===== src/rtl/uart_tx_fifo.sv =====
// Buffered 8-bit UART transmitter: power-of-two byte FIFO feeding a start/8-data/stop serializer.
// Define UART_TX_PARITY_EN to insert an even-parity bit between the data bits and the stop bit.
module uart_tx_fifo #(
    parameter int unsigned CLK_HZ     = 50_000_000,
    parameter int unsigned BAUD       = 115200,
    parameter int unsigned FIFO_DEPTH = 16
) (
    input  logic       clk,
    input  logic       reset,
    input  logic       write_en,
    input  logic [7:0] write_data,
    output logic       tx,
    output logic       busy,
    output logic       full,
    output logic       empty,
    output logic       overrun
);

    localparam int unsigned DIV = (CLK_HZ + BAUD / 2) / BAUD;
    localparam int unsigned AW  = $clog2(FIFO_DEPTH);
    localparam int unsigned CW  = (DIV > 2) ? $clog2(DIV) : 1;
    localparam logic [CW-1:0] DIV_M1  = CW'(DIV - 1);
    localparam logic [AW:0]   DEPTH_C = (AW + 1)'(FIFO_DEPTH);

    if (DIV < 2) begin : g_bad_div
        $error("uart_tx_fifo: baud divisor must be at least 2");
    end
    if (FIFO_DEPTH < 2 || FIFO_DEPTH > 256 || (FIFO_DEPTH & (FIFO_DEPTH - 1)) != 0) begin : g_bad_depth
        $error("uart_tx_fifo: FIFO_DEPTH must be a power of two in 2..256");
    end

    typedef enum logic [2:0] {
        S_IDLE,
        S_START,
        S_DATA,
`ifdef UART_TX_PARITY_EN
        S_PARITY,
`endif
        S_STOP
    } state_t;

    logic [7:0]    mem_q [FIFO_DEPTH];
    logic [AW-1:0] wr_ptr_q, wr_ptr_d;
    logic [AW-1:0] rd_ptr_q, rd_ptr_d;
    logic [AW:0]   count_q, count_d;
    logic          overrun_q, overrun_d;
    logic          push, pop;
    logic [7:0]    head;

    state_t        state_q;
    logic [CW-1:0] cnt_q;
    logic [2:0]    idx_q;
    logic [7:0]    shift_q;
    logic          tx_q;
    logic          busy_q;
    logic          bit_end;
`ifdef UART_TX_PARITY_EN
    logic          par_q;
`endif

    assign full    = (count_q == DEPTH_C);
    assign empty   = (count_q == '0);
    assign head    = mem_q[rd_ptr_q];
    assign bit_end = (cnt_q == DIV_M1);
    assign tx      = tx_q;
    assign busy    = busy_q;
    assign overrun = overrun_q;

    // A pop happens on leaving IDLE or at the last stop-bit cycle, so frames chain with no gap.
    always_comb begin
        push      = write_en && !full;
        pop       = !empty && ((state_q == S_IDLE) || (state_q == S_STOP && bit_end));
        wr_ptr_d  = wr_ptr_q;
        rd_ptr_d  = rd_ptr_q;
        count_d   = count_q;
        overrun_d = overrun_q;
        if (push) wr_ptr_d = wr_ptr_q + 1'b1;
        if (pop)  rd_ptr_d = rd_ptr_q + 1'b1;
        if (push && !pop)      count_d = count_q + 1'b1;
        else if (!push && pop) count_d = count_q - 1'b1;
        if (write_en && full)  overrun_d = 1'b1;
    end

    always_ff @(posedge clk) begin
        if (push) mem_q[wr_ptr_q] <= write_data;
    end

    always_ff @(posedge clk) begin
        if (reset) begin
            wr_ptr_q  <= '0;
            rd_ptr_q  <= '0;
            count_q   <= '0;
            overrun_q <= 1'b0;
        end else begin
            wr_ptr_q  <= wr_ptr_d;
            rd_ptr_q  <= rd_ptr_d;
            count_q   <= count_d;
            overrun_q <= overrun_d;
        end
    end

    always_ff @(posedge clk) begin
        if (reset) begin
            state_q <= S_IDLE;
            cnt_q   <= '0;
            idx_q   <= '0;
            shift_q <= '0;
            tx_q    <= 1'b1;
            busy_q  <= 1'b0;
`ifdef UART_TX_PARITY_EN
            par_q   <= 1'b0;
`endif
        end else begin
            cnt_q <= cnt_q + 1'b1;
            unique case (state_q)
                S_IDLE: begin
                    cnt_q <= '0;
                    if (pop) begin
                        shift_q <= head;
`ifdef UART_TX_PARITY_EN
                        par_q   <= ^head;
`endif
                        tx_q    <= 1'b0;
                        busy_q  <= 1'b1;
                        state_q <= S_START;
                    end
                end
                S_START: begin
                    if (bit_end) begin
                        cnt_q   <= '0;
                        idx_q   <= '0;
                        tx_q    <= shift_q[0];
                        state_q <= S_DATA;
                    end
                end
                S_DATA: begin
                    if (bit_end) begin
                        cnt_q <= '0;
                        if (idx_q == 3'd7) begin
`ifdef UART_TX_PARITY_EN
                            tx_q    <= par_q;
                            state_q <= S_PARITY;
`else
                            tx_q    <= 1'b1;
                            state_q <= S_STOP;
`endif
                        end else begin
                            shift_q <= {1'b0, shift_q[7:1]};
                            tx_q    <= shift_q[1];
                            idx_q   <= idx_q + 1'b1;
                        end
                    end
                end
`ifdef UART_TX_PARITY_EN
                S_PARITY: begin
                    if (bit_end) begin
                        cnt_q   <= '0;
                        tx_q    <= 1'b1;
                        state_q <= S_STOP;
                    end
                end
`endif
                S_STOP: begin
                    if (bit_end) begin
                        cnt_q <= '0;
                        if (pop) begin
                            shift_q <= head;
`ifdef UART_TX_PARITY_EN
                            par_q   <= ^head;
`endif
                            tx_q    <= 1'b0;
                            state_q <= S_START;
                        end else begin
                            busy_q  <= 1'b0;
                            state_q <= S_IDLE;
                        end
                    end
                end
                default: begin
                    tx_q    <= 1'b1;
                    busy_q  <= 1'b0;
                    state_q <= S_IDLE;
                end
            endcase
        end
    end

endmodule

===== config.mk =====
export PLATFORM = sky130hd
export DESIGN_NAME = uart_tx_fifo
export DESIGN_NICKNAME = d
export VERILOG_FILES = /design/src/rtl/uart_tx_fifo.sv
export SDC_FILE = /design/constraint.sdc
export NUM_CORES = 1
export LEC_CHECK = 0
export ABC_AREA = 1
export BUFFER_PORTS_ARGS = -buffer_cell sky130_fd_sc_hd__buf_2
export CAP_MARGIN = 40
export CORE_ASPECT_RATIO = 0.5
export CORE_MARGIN = 3
export CORE_UTILIZATION = 56
export DETAILED_ROUTE_END_ITERATION = 10
export PLACE_DENSITY = 0.78
export REMOVE_ABC_BUFFERS = 1
export SYNTH_ARGS = -nofsm -noshare
export SYNTH_HDL_FRONTEND = slang
export SYNTH_SLANG_ARGS = --single-unit

===== constraint.sdc =====
create_clock -name clk -period 2.4 [get_ports clk]
set_input_delay 0.24 -clock clk [delete_from_list [all_inputs] [get_ports clk]]
set_output_delay 0.24 -clock clk [all_outputs]
set_load 0.01 [all_outputs]

==> results of run 1 <==
[per-layer routing]
layer / up-vias / share of wire, %
li1: 2587 / -
met1: 2500 / 43
met2: 216 / 47
met3: 39 / 7.4
met4: 0 / 3.0
met5: - / 0
[state kept, by name, summed over array words and instances (netlist names), named ones only]
signal / count
wr_ptr_q: 4
tx: 1
shift_q: 8
state_q: 2
idx_q: 3
cnt_q: 9
mem_q: 128
rd_ptr_q: 4
busy: 1
overrun: 1
count_q: 5
[through the flow]
stage / setup TNS (ns) / total power, mW / worst slack (ns) / instances
after floorplan: -3.56 / 5.59 / -0.471 / 729
after global placement: 0 / 6.39 / 0.0788 / 933
after detailed placement: -0.0221 / 6.50 / -0.0221 / 933
after CTS: 0 / 9.10 / 0.00827 / 964
after global routing: -0.154 / 9.91 / -0.0944 / 973
final: 0 / 9.35 / 0.0685 / 973
[cells in the final DEF, fill, tap and decap left out, types with 15 or more instances in the layout]
cell and n:
buf_4 25, edfxtp_1 128, nand2_1 192, buf_2 15, inv_1 55, nand3_1 70, dfxtp_1 36, clkbuf_16 17
a21oi_1 20, nor2_1 104, o21ai_0 36
[layout make-up]
cell class / instances / area, um2
tap: 170 / 213
clock buffer: 17 / 425
clock inverter: 14 / 138
sequential: 170 / 4690
multi-input combinational: 496 / 2450
timing repair buffer: 43 / 323
inverter: 63 / 239
fill: 956 / 4370
[cells by family (layout without fill, tap and decap cells)]
logic type	Yosys count	in the layout	synth area share (%)
flops	170	170	62.8
xor+xnor	6	6	0.704
simple gates	397	397	22.5
buf+inv	93	137	5.10
compound gates	74	74	5.60
fa+ha+maj	19	19	3.29
[worst register-to-register path, cell delays in order (launching register included)]
cell and delay [ns]:
dfxtp_2 0.37, inv_2 0.06, ha_4 0.16, inv_2 0.06, nand2_1 0.05, nand2_1 0.07, inv_2 0.04, nand2_2 0.09
ha_4 0.16, inv_4 0.05, fa_2 0.39, a21o_1 0.20, a21oi_2 0.15, nor2_1 0.05, nor2_1 0.10, nand2_1 0.07
nand2_1 0.06, nand2_1 0.05, nor2_1 0.09
[power groups by stage]
| stage | clock, mW | combinational [mW] | sequential (mW) |
|---|---|---|---|
| 3_5_place_dp | 0 | 2.88 | 3.61 |
| 4_1_cts | 2.62 | 2.92 | 3.56 |
| 6_report | 2.59 | 3.19 | 3.57 |
| 5_1_grt | 2.75 | 3.56 | 3.60 |
| 3_3_place_gp | 0 | 2.79 | 3.60 |
| 2_1_floorplan | 0 | 1.88 | 3.71 |
[worst max-delay path by stage]
stage | endpoint | slack, ns | start
final | count_q[4]$_SDFFE_PP0P_ | 0.07 | state_q[0]$_SDFFE_PP0P_
after global routing | count_q[4]$_SDFFE_PP0P_ | -0.09 | count_q[2]$_SDFFE_PP0P_
after CTS | count_q[4]$_SDFFE_PP0P_ | 0.008 | count_q[1]$_SDFFE_PP0P_
after detailed placement | count_q[4]$_SDFFE_PP0P_ | -0.02 | state_q[1]$_SDFFE_PP0P_
after global placement | count_q[4]$_SDFFE_PP0P_ | 0.08 | state_q[1]$_SDFFE_PP0P_
after floorplan | shift_q[7]$_SDFFE_PP0P_ | -0.47 | register
[repair_timing]
action                                  4_1_cts  5_1_grt
gates resized for setup                       3       18
pin swaps                                     0       10
endpoints found under the setup margin        1        2
buffers inserted                              0        9
hold buffers                                  0        0
==> results.md, run 1 <==
* Status: complete, no violations
* Fmax at approximately 430 MHz
* Largest net degree at the start of global routing at 73
* Final nets at about 820
* Comb power frac at between 30 and 40%
* Layout Utilization at between 60% and 70%
* Hold Path Class: in2reg
* Max-capacitance violation count at 0
* GR Util met3 at 4.82%
* CTS tree: done
* Register area share after synthesis at approximately 63%
* Critical Path Stages at 18
* Vias in the first global route at 4915
* Top Usage Layer GRT: met2
* Syn_area_per_cell at approximately 9.8 um2
* Slowest Stage Delay on Critical Path at slightly below 0.4 ns
* DRT iter0 DRCs at 511
* Cell mode on critical path: nand2_1
* Initial antenna violation count at 0
* End of the worst hold path: overrun$_SDFFE_PP0P_
* Worst path bufs/invs at 4
* Sw frac at around 36%
* Final ANT Viol Nets at 0
* Via count at about 5300
* Hold Crit Depth at 3
* Reg-to-reg startpoint: state_q[0]$_SDFFE_PP0P_
* Seq pwr share at 38.2%
* Fin crit period at 2.33 ns
* RR Endpoint: count_q[4]$_SDFFE_PP0P_
* Synth async-reset ratio at 0%
* Reg2reg setup slack at between 0.06 and 0.07 ns
* DRC at 0
* Hold path startpoint: write_en
* Worst path cell trace: inv_2 > ha_4 > inv_2 > nand2_1 > nand2_1 > inv_2 > nand2_2 > ha_4 > inv_4 > fa_2 > a21o_1 > a21oi_2 > nor2_1 > nor2_1 > nand2_1 > nand2_1 > nand2_1 > nor2_1
* Total CTS buffers at 17
* Post-synth EDFFs at roughly 130
* Die Wd at about 170 um
* Port bufs at 15
* Routed WL at approximately 16000 um
* CP max FO at 4
* Worst slew margin at between 40% and 50%
* Critical Path RT at approximately 2.8 ns
* Core area at around 13000 um2
* Clock Tree Root: clkbuf_16
* Setup Crit Path Kind: reg2reg
* Most instantiated cells after synthesis: 192 x nand2_1, 128 x edfxtp_1, 106 x nor2_1, 70 x nand3_1, 60 x inv_1
* Max IR drop VDD at roughly 0.84 mV
* P&R area growth vs syn at 13.6%
* Yosys reg bits at 170
* Final Skew at 0.0105 ns
* Cell variety after synth at 34
* Clock Sinks at 170
* Worst-margin pin slew at roughly 0.85 ns
* First-pass GRT wire length at roughly 25000 um
* Biggest area consumer among synthesized cells: edfxtp_1
* Sw power at approximately 3.4 mW
* Total GRT Usage at between 20% and 30%
* # IOs at 16
* Cell area after layout at 8480 um2
* Fin crit share at just under 100%
* Clock Latency Late Sink at about 0.43 ns
* Router iterations before antenna repair at 5
* Starting Density at about three fifths
* Die area at ~15000 um2
* PD cells at ~1100 nW/um2
* Fin. Hold Viols at 0
* Critical path capture point type: register
* CP Launch Type: register
* Final count of pins violating max slew at 0
* Clock transition at path regs at approximately 0.060 ns
* Antenna cells at 0
* RSZ-0062 raised after global routing: yes
* Cell Area, Synth at 7460 um2
* Worst Hold Margin at between 0.07 and 0.08 ns
* Grt met1 use at 30.0%
* Routability cong. at roughly 0.86
* Yosys warns at 0
* Int Power at around 6.0 mW
* Ys flop type: edfxtp_1
* Standard-cell row count at 29
* CTS H-Tree Depth at 4
* Clock power share at between 20% and 30%
* DPL Wire Length at roughly 10000 um
* Wire length per cell at between 15 and 20 um
* Global route overflow at 0
* M2 GR Usage at roughly a third
* Post-synth top area share at around half
* Area post-placement at about 7800 um2
* Leakage at 3.40 nW
* Setup violators final at 0
* Crit path max-delay family: adder cells
* Data arrival time of the critical path at ~2.7 ns
* Most common cell in the netlist: nand2_1
* Synthesized instance count at around 760
* Die Ht at approximately 88 um
* Vias per inst at 5.49
* Leading post-synthesis cells by cell area: edfxtp_1 52%, dfxtp_1 11%, nand2_1 9.7%
* Max clock buf depth at 2
* Slowest CP cell: fa_2
* Worst reg-to-reg path cell count at 18
* Layout cell share with drive strength beyond 1 at roughly 15%
Power figures use the tool's default switching activity.
==> inputs of run 2 (changes only) <==
--- a/config.mk
+++ b/config.mk
@@ -5,9 +5,8 @@
 export SDC_FILE = /design/constraint.sdc
 export NUM_CORES = 1
 export LEC_CHECK = 0
-export ABC_AREA = 1
 export BUFFER_PORTS_ARGS = -buffer_cell sky130_fd_sc_hd__buf_2
-export CAP_MARGIN = 40
+export CAP_MARGIN = 20
 export CORE_ASPECT_RATIO = 0.5
 export CORE_MARGIN = 3
 export CORE_UTILIZATION = 56
==> run 2 against run 1 <==
Against the previous run: the run now ends with setup timing left; register-to-register slack got worse by 0.29 ns; clock skew rose by 0.0025 ns; non-clock buffer count is 20 higher; area after synthesis decreased by 5.0%; first-iteration DRC count fell by 27%; sequential share of layout area is 0.65 points higher; critical path type unchanged; highest routed layer unchanged.
==> results.md, run 2 <==
* Status: finished, violations left
* Failing checks: setup timing
* Max reg flops at 128 (unchanged)
* Cell variety after synth at 52 (+53%)
* Via count at 4279 (-20%)
* Post-synth top area share at 54.2% (+2.7 points)
* Max clock buf depth at 2 (unchanged)
* Final ANT Viol Nets at 0 (unchanged)
* GR Util met3 at 5.74% (+0.92 points)
* Slowest Stage Delay on Critical Path at 0.33 ns (-0.06 ns)
* Hold Path Class: in2reg
* Slowest CP cell: dfxtp_2
* Pre-CTS setup slack at -0.347 ns (-0.325 ns)
* Critical path capture point type: register
* Clock Tree Root: clkbuf_16
* Core area at 12100 um2 (-5.9%)
* Area occupied by multi-input gates at 2320 um2 (-5.2%)
* Fin crit period at 2.63 ns (+0.294 ns)
* Setup violators final at 3 (+3)
* Hold Crit Depth at 3 (unchanged)
* Top Usage Layer GRT: met2
* DRT iter0 DRCs at 374 (-27%)
* Critical Path Stages at 14 (-4)
* Setup Crit Path Kind: reg2reg
* Final nets at 568 (-31%)
* Clock Sinks at 170 (unchanged)
* Routed WL at 14800 um (-7.7%)
* Cell Area, Synth at 7090 um2 (-5.0%)
* # IOs at 16 (unchanged)
* Synth async-reset ratio at 0% (unchanged)
* Layout cell share with drive strength beyond 1 at 25.8% (+11 points)
* Post-synth EDFFs at 128 (unchanged)
* Yosys warns at 0 (unchanged)
* Clock power share at 29.9% (+2.2 points)
* Most instantiated cells after synthesis: 128 x edfxtp_1, 47 x nor2_1, 42 x dfxtp_1, 26 x mux2i_1, 20 x inv_1
* Wire length per cell at 20.7 um (+25%)
* Clock transition at path regs at 0.07 ns (about the same)
* PD cells at 1100 nW/um2 (about the same)
* Fin. Hold Viols at 0 (unchanged)
* Routability cong. at 0.863 (+0.79%)
* Syn_area_per_cell at 14.9 um2 (+52%)
* Router iterations before antenna repair at 6 (+1)
* Max-capacitance violation count at 0 (unchanged)
* Vias per inst at 5.98 (+8.9%)
* Global route overflow at 0 (unchanged)
* RSZ-0062 raised after global routing: yes
* Data arrival time of the critical path at 2.98 ns (+0.29 ns)
* Leakage at 2.86 nW (-16%)
* Port bufs at 15 (unchanged)
* Ys flop type: edfxtp_1
* M2 GR Usage at 35.4% (+0.43 points)
* Biggest area consumer among synthesized cells: edfxtp_1
* Comb power frac at 31.5% (-2.6 points)
* Starting Density at 58.7% (+0.58 points)
* Sw frac at 31.6% (-4.7 points)
* Synthesized instance count at 476 (-37%)
* CP max FO at 3 (-1)
* Antenna cells at 0 (unchanged)
* DPL Wire Length at 8900 um (-8.7%)
* Seq pwr share at 38.6% (+0.4 points)
* Reg with most FFs: mem_q
* Fin crit share at 109% (+12 points)
* Most common cell in the netlist: edfxtp_1
* Leading cell type in the layout, fill and taps excluded: edfxtp_1
* Standard-cell row count at 28 (-3.4%)
* Most frequent cells in the layout: 128 x edfxtp_1, 44 x buf_4, 40 x dfxtp_1, 38 x nor2_1, 26 x mux2i_1
* Leading post-synthesis cells by cell area: edfxtp_1 54%, dfxtp_1 12%, mux4_2 4.1%
* Final instance count without filler cells at 716 (-26%)
* Clock Latency Late Sink at 0.43 ns (about the same)
* CP Launch Type: register
* Initial antenna violation count at 0 (unchanged)
* CTS tree: done
* Grt met1 use at 31.8% (+1.8 points)
* Register area share after synthesis at 66.1% (+3.3 points)
* Worst path cell trace: inv_2 > ha_4 > and4b_1 > a31oi_2 > nor2_1 > inv_1 > ha_2 > inv_2 > fa_2 > a21o_1 > a21oi_2 > xnor2_1 > or3_1 > a21oi_2
* Largest net degree at the start of global routing at 29 (-60%)
* Worst reg-to-reg path cell count at 14 (-4)
* Max IR drop VDD at 0.663 mV (-22%)
* Reg area at 4690 um2 (-0.11%)
* Fmax at 381 MHz (-11%)
* Crit path max-delay family: compound AO/OA/AOI/OAI gates
* DRC at 0 (unchanged)
* Worst slew margin at 43.0% (+0.14 points)
* Final count of pins violating max slew at 0 (unchanged)
* FILL cells at 765 (-20%)
* Final Skew at 0.0131 ns (+0.00254 ns)
* First-pass GRT wire length at 23700 um (-5.9%)
* Critical Path RT at 2.75 ns (about the same)
* CTS H-Tree Depth at 4 (unchanged)
* Die Wd at 165 um (-2.4%)
* Yosys reg bits at 170 (unchanged)
* Worst-margin pin slew at 0.852 ns (-0.00213 ns)
* Die area at 14100 um2 (-4.7%)
* Dpl cells at 679 (-27%)
* Total GRT Usage at 22.6% (+0.32 points)
* Int Power at 6.31 mW (+6.0%)
* Sw power at 2.92 mW (-14%)
* Vias in the first global route at 4234 (-14%)
* Die Ht at 85.6 um (-2.3%)
* Worst Hold Margin at 0.0509 ns (-0.0201 ns)
* Total CTS buffers at 17 (unchanged)
* P&R area growth vs syn at 18.0%
* Biggest regs: mem_q x128, cnt_q x9, shift_q x8
* Final WS setup at -0.226 ns (-0.294 ns)
* Worst path bufs/invs at 3 (-1)
run 2: changes by cell type after synthesis, sizes merged, moves of 7 or more:
cell,delta
a21oi,-7
inv,-41
mux2,+7
mux2i,+26
mux4,+22
nand2,-189
nand3,-65
nor2,-66
o21ai,-19
xnor2,+10
run 2: area by class of cell:
| class | count | area share (%) |
|---|---|---|
| clock buffer | 17 | 5.08 |
| clock inverter | 15 | 2.08 |
| inverter | 21 | 0.942 |
| multi-input combinational | 265 | 27.7 |
| sequential | 170 | 56.0 |
| tap | 165 | 2.47 |
| timing repair buffer | 63 | 5.70 |
run 2: cell families (layout without fill, tap and decap cells):
group / Yosys count / count (layout) / share of synthesized area, %
flops: 170 / 170 / 66.1
simple gates: 103 / 103 / 7.02
compound gates: 71 / 71 / 6.65
mux: 55 / 55 / 12.2
buf+inv: 41 / 116 / 2.45
fa+ha+maj: 19 / 19 / 3.46
xor+xnor: 17 / 17 / 2.10
run 2: through the flow:
step                util [%]  power [mW]  area (um2)  TNS (ns)
floorplan                  -        5.32        7000    -0.770
global placement        63.1        6.19        7630    -0.376
detailed placement      63.2        6.24        7640     -1.35
CTS                     68.7        9.12        8300    -0.237
global route            69.2        9.68        8370    -0.636
finish                  69.2        9.22        8370    -0.348
run 2: final timing paths:
kind / startpoint / endpoint / slack (ns)
worst max-delay path: cnt_q[1]$_SDFF_PP0_ / count_q[4]$_SDFFE_PP0P_ / -0.23
worst min-delay path: write_en / overrun$_SDFFE_PP0P_ / 0.05
worst max register to register: cnt_q[1]$_SDFF_PP0_ / count_q[4]$_SDFFE_PP0P_ / -0.23
worst min register to register: shift_q[6]$_SDFFE_PP0P_ / shift_q[6]$_SDFFE_PP0P_ / 0.47
run 2: power by group through the flow:
stage,registers [mW],clock network [mW],logic (mW)
final,3.56,2.76,2.90
after global routing,3.59,2.92,3.17
after CTS,3.55,2.78,2.79
after detailed placement,3.61,0,2.63
after global placement,3.60,0,2.58
after floorplan,3.71,0,1.60
run 2: timing repair:
action	in CTS	in global routing
buffers inserted	3	2
gates cloned	0	0
hold buffers	0	0
gates resized for setup	13	12
endpoints found under the setup margin	19	67
hold endpoints to repair	0	0
pin swaps	5	5
run 2: metal layers:
metal / vias to the layer above / wire length [um]
met1: 2127 / 6640
met2: 166 / 7010
met4: 0 / 224
met5: - / 0
li1: 1962 / -
met3: 24 / 947
run 2: worst reg2reg max path, delay by kind of cell, from the launching register on:
family | cells | cell delay, ns
AND/OR/NAND/NOR | 3 | 0.64
AO/OA/AOI/OAI | 4 | 0.68
adder cells (fa/ha/maj) | 3 | 0.66
XOR/XNOR | 1 | 0.08
flip-flops | 1 | 0.33
buffers and inverters | 3 | 0.17
